$ cat config.mk
export PLATFORM = sky130hd
export DESIGN_NAME = muldiv_unit
export DESIGN_NICKNAME = d
export VERILOG_FILES = /design/src/rtl/muldiv_pkg.sv /design/src/rtl/muldiv_unit.sv
export SDC_FILE = /design/constraint.sdc
export NUM_CORES = 1
export LEC_CHECK = 0
export BUFFER_PORTS_ARGS = -buffer_cell sky130_fd_sc_hd__buf_2
export CORE_ASPECT_RATIO = 1.25
export CORE_MARGIN = 5
export CORE_UTILIZATION = 33
export DETAILED_ROUTE_END_ITERATION = 6
export REMOVE_ABC_BUFFERS = 1
export SYNTH_ARGS = -nofsm -noshare
export SYNTH_HDL_FRONTEND = slang
export SYNTH_SLANG_ARGS = --single-unit
$ cat constraint.sdc
create_clock -name clk -period 2.9 [get_ports clk]
set_input_delay 0.29 -clock clk [delete_from_list [all_inputs] [get_ports clk]]
set_output_delay 0.29 -clock clk [all_outputs]
set_load 0.1 [all_outputs]
$ cat src/rtl/muldiv_pkg.sv
`default_nettype none
// ============================================================================
// Module      : muldiv_pkg
// Description : Shared definitions for the iterative RV32M multiply/divide
//               unit: funct3 op codes, FSM state encoding, decode helpers.
// Revision    : 1.0 - initial release
// ============================================================================
package muldiv_pkg;

  // funct3 encodings of the M-extension ops
  localparam logic [2:0] MD_MUL    = 3'b000;
  localparam logic [2:0] MD_MULH   = 3'b001;
  localparam logic [2:0] MD_MULHSU = 3'b010;
  localparam logic [2:0] MD_MULHU  = 3'b011;
  localparam logic [2:0] MD_DIV    = 3'b100;
  localparam logic [2:0] MD_DIVU   = 3'b101;
  localparam logic [2:0] MD_REM    = 3'b110;
  localparam logic [2:0] MD_REMU   = 3'b111;

  // Control FSM states
  typedef enum logic [1:0] {
    S_IDLE = 2'd0,
    S_CALC = 2'd1,
    S_FIX  = 2'd2
  } md_state_t;

  // Divide/remainder ops all have funct3[2] set
  function automatic logic is_div(input logic [2:0] op);
    return op[2];
  endfunction

  // rs1 is signed for MUL, MULH, MULHSU, DIV and REM
  function automatic logic op_signed_a(input logic [2:0] op);
    return (op == MD_MUL) || (op == MD_MULH) || (op == MD_MULHSU) ||
           (op == MD_DIV) || (op == MD_REM);
  endfunction

  // rs2 is signed for MUL, MULH, DIV and REM
  function automatic logic op_signed_b(input logic [2:0] op);
    return (op == MD_MUL) || (op == MD_MULH) ||
           (op == MD_DIV) || (op == MD_REM);
  endfunction

endpackage
`default_nettype wire

$ cat src/rtl/muldiv_unit.sv
`default_nettype none
// ============================================================================
// Module      : muldiv_unit
// Description : Iterative RV32M multiply/divide unit. Works on operand
//               magnitudes for 32 cycles (shift-add multiply or restoring
//               divide sharing one 64-bit accumulator), then applies sign
//               correction and divide-by-zero handling in a final cycle.
//               Fixed 33-cycle latency for every op.
// Revision    : 1.0 - initial release
// ============================================================================
module muldiv_unit
  import muldiv_pkg::*;
#(
  parameter int XLEN  = 32,
  parameter int CNT_W = 5
) (
  input  logic            clk,
  input  logic            reset,
  input  logic            start,
  input  logic [2:0]      MD_Control,
  input  logic [XLEN-1:0] A,
  input  logic [XLEN-1:0] B,
  output logic            busy,
  output logic            done,
  output logic [XLEN-1:0] MD_Result,
  output logic            Zero
);

  md_state_t               r_state;
  md_state_t               w_state_next;

  logic [2:0]              r_op;
  logic                    r_sign_a;
  logic                    r_sign_b;
  logic                    r_div0;
  logic [XLEN-1:0]         r_a_mag;
  logic [XLEN-1:0]         r_b_mag;
  logic [2*XLEN-1:0]       r_acc;
  logic [CNT_W-1:0]        r_cnt;
  logic [XLEN-1:0]         r_result;
  logic                    r_done;

  // Operand capture: sign of each operand and its magnitude
  logic                    w_sa;
  logic                    w_sb;
  logic [XLEN-1:0]         w_a_mag;
  logic [XLEN-1:0]         w_b_mag;

  // Per-iteration datapath
  logic [XLEN:0]           w_mul_sum;
  logic [2*XLEN-1:0]       w_mul_next;
  logic [XLEN:0]           w_div_rem_sh;
  logic [XLEN:0]           w_div_sub;
  logic                    w_div_ge;
  logic [XLEN-1:0]         w_div_rem;
  logic [2*XLEN-1:0]       w_div_next;
  logic [2*XLEN-1:0]       w_acc_next;

  // Sign fix-up
  logic [2*XLEN-1:0]       w_prod;
  logic [XLEN-1:0]         w_quot;
  logic [XLEN-1:0]         w_rem;
  logic [XLEN-1:0]         w_a_orig;
  logic [XLEN-1:0]         w_fix_result;

  assign w_sa    = op_signed_a(MD_Control) & A[XLEN-1];
  assign w_sb    = op_signed_b(MD_Control) & B[XLEN-1];
  assign w_a_mag = w_sa ? (-A) : A;
  assign w_b_mag = w_sb ? (-B) : B;

  // Multiply: accumulator holds {partial product high, remaining multiplier};
  // add |B| when the multiplier LSB is set, then shift right one place.
  assign w_mul_sum  = {1'b0, r_acc[2*XLEN-1:XLEN]} +
                      (r_acc[0] ? {1'b0, r_b_mag} : {(XLEN+1){1'b0}});
  assign w_mul_next = {w_mul_sum, r_acc[XLEN-1:1]};

  // Divide: accumulator holds {remainder, dividend/quotient}; shift left
  // into a 33-bit trial remainder, subtract |B| if it fits, shift in q bit.
  assign w_div_rem_sh = r_acc[2*XLEN-1:XLEN-1];
  assign w_div_ge     = (w_div_rem_sh >= {1'b0, r_b_mag});
  assign w_div_sub    = w_div_rem_sh - {1'b0, r_b_mag};
  assign w_div_rem    = w_div_ge ? w_div_sub[XLEN-1:0] : w_div_rem_sh[XLEN-1:0];
  assign w_div_next   = {w_div_rem, r_acc[XLEN-2:0], w_div_ge};

  assign w_acc_next   = is_div(r_op) ? w_div_next : w_mul_next;

  assign w_prod   = (r_sign_a ^ r_sign_b) ? (-r_acc) : r_acc;
  assign w_quot   = (r_sign_a ^ r_sign_b) ? (-r_acc[XLEN-1:0]) : r_acc[XLEN-1:0];
  assign w_rem    = r_sign_a ? (-r_acc[2*XLEN-1:XLEN]) : r_acc[2*XLEN-1:XLEN];
  // Original rs1 rebuilt from magnitude and sign, for REM by zero
  assign w_a_orig = r_sign_a ? (-r_a_mag) : r_a_mag;

  // Final result selection, including divide-by-zero results
  always_comb begin
    w_fix_result = '0;
    case (r_op)
      MD_MUL:                       w_fix_result = w_prod[XLEN-1:0];
      MD_MULH, MD_MULHSU, MD_MULHU: w_fix_result = w_prod[2*XLEN-1:XLEN];
      MD_DIV, MD_DIVU:              w_fix_result = r_div0 ? '1 : w_quot;
      MD_REM, MD_REMU:              w_fix_result = r_div0 ? w_a_orig : w_rem;
      default:                      w_fix_result = '0;
    endcase
  end

  // Next-state decode: IDLE -> CALC on start, 32 CALC cycles, one FIX cycle
  always_comb begin
    w_state_next = r_state;
    case (r_state)
      S_IDLE:  if (start) w_state_next = S_CALC;
      S_CALC:  if (r_cnt == CNT_W'(XLEN-1)) w_state_next = S_FIX;
      S_FIX:   w_state_next = S_IDLE;
      default: w_state_next = S_IDLE;
    endcase
  end

  // State register
  always_ff @(posedge clk) begin
    if (reset) r_state <= S_IDLE;
    else       r_state <= w_state_next;
  end

  // Datapath: capture at start, iterate in CALC, load result in FIX
  always_ff @(posedge clk) begin
    if (reset) begin
      r_op     <= '0;
      r_sign_a <= 1'b0;
      r_sign_b <= 1'b0;
      r_div0   <= 1'b0;
      r_a_mag  <= '0;
      r_b_mag  <= '0;
      r_acc    <= '0;
      r_cnt    <= '0;
      r_result <= '0;
      r_done   <= 1'b0;
    end else begin
      r_done <= 1'b0;
      case (r_state)
        S_IDLE: begin
          if (start) begin
            r_op     <= MD_Control;
            r_sign_a <= w_sa;
            r_sign_b <= w_sb;
            r_div0   <= (B == '0);
            r_a_mag  <= w_a_mag;
            r_b_mag  <= w_b_mag;
            r_acc    <= {{XLEN{1'b0}}, w_a_mag};
            r_cnt    <= '0;
          end
        end
        S_CALC: begin
          r_acc <= w_acc_next;
          r_cnt <= r_cnt + 1'b1;
        end
        S_FIX: begin
          r_result <= w_fix_result;
          r_done   <= 1'b1;
        end
        default: ;
      endcase
    end
  end

  assign busy      = (r_state != S_IDLE);
  assign done      = r_done;
  assign MD_Result = r_result;
  assign Zero      = (r_result == '0);

endmodule
`default_nettype wire

Word level (Yosys, flattened, before mapping):

Index checks and enable logic that the tools add are counted.

* shift operators: 0
* $mul: 0
* multiplexer cells: 20
* divide/modulo/power cells: 0
* magnitude comparators: 1
* reduce and logical (&&, ||, !) cells: 19
* add/sub/neg operators: 9
* equal/unequal tests: 16
* bitwise gates (word level): 3

Operators by type and width (count)
* $mux W32: 9
* $mux W64: 3
* $neg A32 Y32: 5
* $pmux W32 S4: 1
* $pmux W64 S2: 1
* $logic_not A32 Y1: 2
* $neg A64 Y64: 1
* $add A32 B32 Y33: 1
* $ge A33 B32 Y1: 1
* $sub A32 B32 Y32: 1
* $eq A3 B3 Y1 const B: 6
* $pmux W5 S2: 1
* $eq A3 B2 Y1 const B: 3
* $eq A3 B1 Y1 const B: 2
* $logic_not A3 Y1: 2
* $logic_or A1 B1 Y1: 6
* $reduce_and A2 Y1: 3
* $add A5 B1 Y5 const B: 1
* $eq A5 B5 Y1 const B: 1
* $mux W5: 1
* $mux W2: 2
* $ne A2 B2 Y1 const B: 2
* $pmux W2 S2: 1
* $reduce_bool A2 Y1: 2
* other kinds (8): 10

* latch bits: 0
* memories: 0
* word-level logic and storage cells: 79
* register bits: 174
* output and inout bits: 35
* memory bits (writable): 0
* input port bits: 70
* ROM bits: 0

Longest topological paths before layout:

* depth in word-level cells: 9
* depth in mapped cells: 14
* gate-level depth less buffers: 13

Least setup slack after synthesis:

Ideal clock, no wire load.

* path kind: register to register
* start: register r_acc[0]
* end: register r_acc[59]
* data required time: 2.771 ns
* path slack: -0.231 ns
* buffers on the path: 1
* data arrival time: 3.002 ns
* library setup time: 0.129 ns
* clock period less this slack: 3.131 ns
* stages on the path, launching flop included: 14
* cells stage by stage: dfxtp_1 -> inv_1 -> clkbuf_1 -> nor2_1 -> ha_1 -> a21o_1 -> a2111oi_0 -> a21oi_1 -> o21ai_0 -> o31a_1 -> o21ai_0 -> xor2_1 -> a22oi_1 -> o21ai_0

* longest elaborated chain between the ends: 4

RTL lines
* start, declared: line muldiv_unit.sv:38 `logic [2*XLEN-1:0] r_acc;`
* start signal, assigned: line muldiv_unit.sv:146 `r_acc <= {{XLEN{1'b0}}, w_a_mag};`
* start signal, assigned: line muldiv_unit.sv:151 `r_acc <= w_acc_next;`
* $mux W32: line muldiv_unit.sv:74 `(r_acc[0] ? {1'b0, r_b_mag} : {(XLEN+1){1'b0}});`
* $add A32 B32 Y33: line muldiv_unit.sv:73 `assign w_mul_sum = {1'b0, r_acc[2*XLEN-1:XLEN]} +`
* $mux W64: line muldiv_unit.sv:85 `assign w_acc_next = is_div(r_op) ? w_div_next : w_mul_next;`
* $pmux W64 S2: line muldiv_unit.sv:137 `case (r_state)`

Every way passes these cells.
A chain may end at the register's enable or synchronous reset.

Worst setup path in the final report:

* start: register r_acc[0]
* end: register r_result[27] (netlist: MD_Result[27])

* longest elaborated chain between the ends: 4
* elaborated cells between the ends (all ways): 6
* classes of those cells: add/sub: 2; mux: 4

RTL lines
* $neg A32 Y32: line muldiv_unit.sv:88 `assign w_quot = (r_sign_a ^ r_sign_b) ? (-r_acc[XLEN-1:0]) : r_acc[XLEN-1:0];`
* $mux W32: line muldiv_unit.sv:88
* $mux W32: line muldiv_unit.sv:99 `MD_DIV, MD_DIVU: w_fix_result = r_div0 ? '1 : w_quot;`
* $pmux W32 S4 (*): line muldiv_unit.sv:96 `case (r_op)`
* end signal, assigned: line muldiv_unit.sv:155 `r_result <= w_fix_result;`
* end, declared: line muldiv_unit.sv:40 `logic [XLEN-1:0] r_result;`

Mark *: on every way between the ends. The rest lies on a longest branch, timed or not.

==> results.toml <==
[clock_tree]
clk_latency_ps = 480
h-tree-depth = 4
cts.sinks = 174
cts_tree = "built"
cts_buffers = 17
clockRootBuffer = "clkbuf_16"
clk_pin_slew_ps = 80
cts_buffer_depth = 2

[sta]
timing.final.setup_violations = 2
min_period_ps = 2978
rsz0062_at_grt = "yes"
worstMarginPinSlew_ps = 958.9
max-slew-margin-rel_pct = 36.07
hold_viol = 0
period_share_pct = 102.7
fmax_ghz = 0.3358
timing.hold.ws_ps = 75.33
final_max_slew_viol_count = 0
final.setup.tns_ps = -92.73
finalClockSkew_ps = 13.95
fin_ws_ps = -77.76

[critical_path]
cpPeakStageDelay_ps = 550
crit_arrival_ps = 3320
endpoint_kind = "flip-flop"
worstPathRequired_ps = 3240
path_max_fanout = 5
crit_chain = "buf_6 > or4_4 > or4_4 > nor3_4 > nand2_2 > nor4b_4 > buf_4 > mux2i_2 > nand4_1 > a21oi_2 > a211oi_2"
start_kind = "flip-flop"
crit_type = "flip-flop to flip-flop"
cp_slowest_cell = "or4_4"
worst_path_most_repeated_cell = "or4_4"

[job]
cap_violations = 0

[final_layout]
final_nets = 2777
syn_to_final_growth_pct = 37.02
utilization_pct = 45.59
drive_gt1_share_pct = 30.15
fin_cells = 3291
n_antenna_cell = 0

[routing]
remaining_drc_errors = 0
drt_wl_total_um = 68450
drtAntennaViolNets = 0
viasPerCell = 5.645
dr.pass1.iters = 6
drt-wirelength-per-cell_um = 20.80
drtIter0Drc = 1343
num_vias = 18578

[global_route]
grt_overflow = 0
antenna_found_initial = 0
first_global_vias = 18134
grt_max_degree = 64
grt_pass1_wl_um = 103200
grt_use_total_pct = 24.12

[floorplan]
std_cell_rows = 90
initial_utilization_pct = 33.27
ioPinCount = 105
die_w_um = 207.2
die_h_um = 256.5
dieArea_um2 = 53130
core-area_um2 = 48200

[placement]
dp.cells = 3229
gp_congestion = 0.9668
place.port_buffers = 104
dp_hpwl_um = 52190

[power_and_ir_drop]
leakage_nw = 9.141
power.density_nw_per_um2 = 385.7
vdd_drop_max_uv = 319.0

[logic_synthesis]
yosys.area.top_type_share_pct = 21.72
ys.flop_type = "dfxtp_1"
synthArstFlopShare_pct = 0
synth_seq_cells = 174
syn_area_um2 = 16040
synth.distinct_cells = 85
synth_most_common_cell = "nor2_1"
synth_edf_count = 0
yosysTopAreaCell = "dfxtp_1"
synth_common_cells = "nor2_1, a21oi_1, o21ai_0"
seq_area_frac_synth_pct = 21.72
synth_area_leaders = "dfxtp_1, a21oi_1, nor2_1, xnor2_1, o21ai_0"
ys_warn_count = 0
syn_inst = 2239
postSynthAreaPerCell_um2 = 7.162

[outcome]
status = "finished, violations left"
violations = "setup timing"

[min_path]
hold_path.class = "primary input to flip-flop"
[kinds of logic after synthesis]
group           synth area share (%)
xor+xnor                       10.92
fa+ha+maj                      5.789
mux                            4.400
flops                          21.72
simple gates                   21.96
compound gates                 29.44
buf+inv                        5.774
[what timing repair did]
item | in CTS | in global routing
setup endpoints to repair | 63 | 55
cloned | 0 | 1
setup buffers | 13 | 19
gates resized for setup | 103 | 154
hold buffers | 0 | 0
pin swaps | 41 | 81
[metal layers]
metal  global-route usage [%]  vias to the layer above  wire length [µm]
met4                    12.90                        0              3978
met2                    41.45                      647             33110
met5                        0                        -                 0
met1                    29.37                     8817             28010
li1                         -                     8929                 -
met3                    3.032                      185              3352
[state kept, by name (all words and copies together), names as in the netlist, 2 cells and up]
register   flops
r_op           3
r_b_mag       32
r_state        2
r_cnt          5
MD_Result     32
r_a_mag       32
r_acc         64
[final cells by class]
cell class	count	area [µm²]
Timing Repair Buffer	545	4035
Inverter	71	269.0
Clock inverter	15	155.1
Tap cell	644	805.8
Sequential cell	174	3500
Multi-Input combinational cell	1825	12780
Clock buffer	17	425.4
Fill cell	4922	26220
[final timing paths]
kind                      start            end  slack [ps]  cells after the start
setup reg to reg       r_acc[0]  MD_Result[27]         -80                     11
hold / removal    MD_Control[0]        r_op[0]          80                      3
setup / recovery       r_acc[0]  MD_Result[27]         -80                     11
hold reg to reg     r_b_mag[31]    r_b_mag[31]         470                      2
[cells in the final DEF (no fill, tap or decap), types with 65 or more instances in the layout]
master	instances
o21ai_0	157
a21oi_1	217
inv_1	65
mux2i_1	65
xnor2_1	103
xor2_1	88
buf_2	103
buf_4	420
nor2_1	256
nand2_1	164
dfxtp_1	163
[where the power goes]
group / switching, mW / internal [mW]
Clock: 1.22 / 1.14
Combinational: 1.94 / 1.52
Sequential: 0.122 / 2.53
Total: 3.29 / 5.19
[critical path: cells and delay by family (launching register included)]
kind,cells,cell delay [ps]
simple gates,6,1730
buf+inv,2,320
compound gates,2,190
flops,1,380
mux,1,230
[per-stage QoR]
| stage | power (mW) | area (µm²) | worst slack (ps) |
|---|---|---|---|
| 2_1_floorplan | 4.377 | 15380 | -2377 |
| 3_3_place_gp | 5.798 | 19950 | -555.0 |
| 3_5_place_dp | 5.828 | 19950 | -524.5 |
| 4_1_cts | 8.310 | 21010 | -62.60 |
| 5_1_grt | 8.875 | 21970 | -168.1 |
| 6_report | 8.476 | 21970 | -77.76 |
Power figures use the tool's default switching activity.
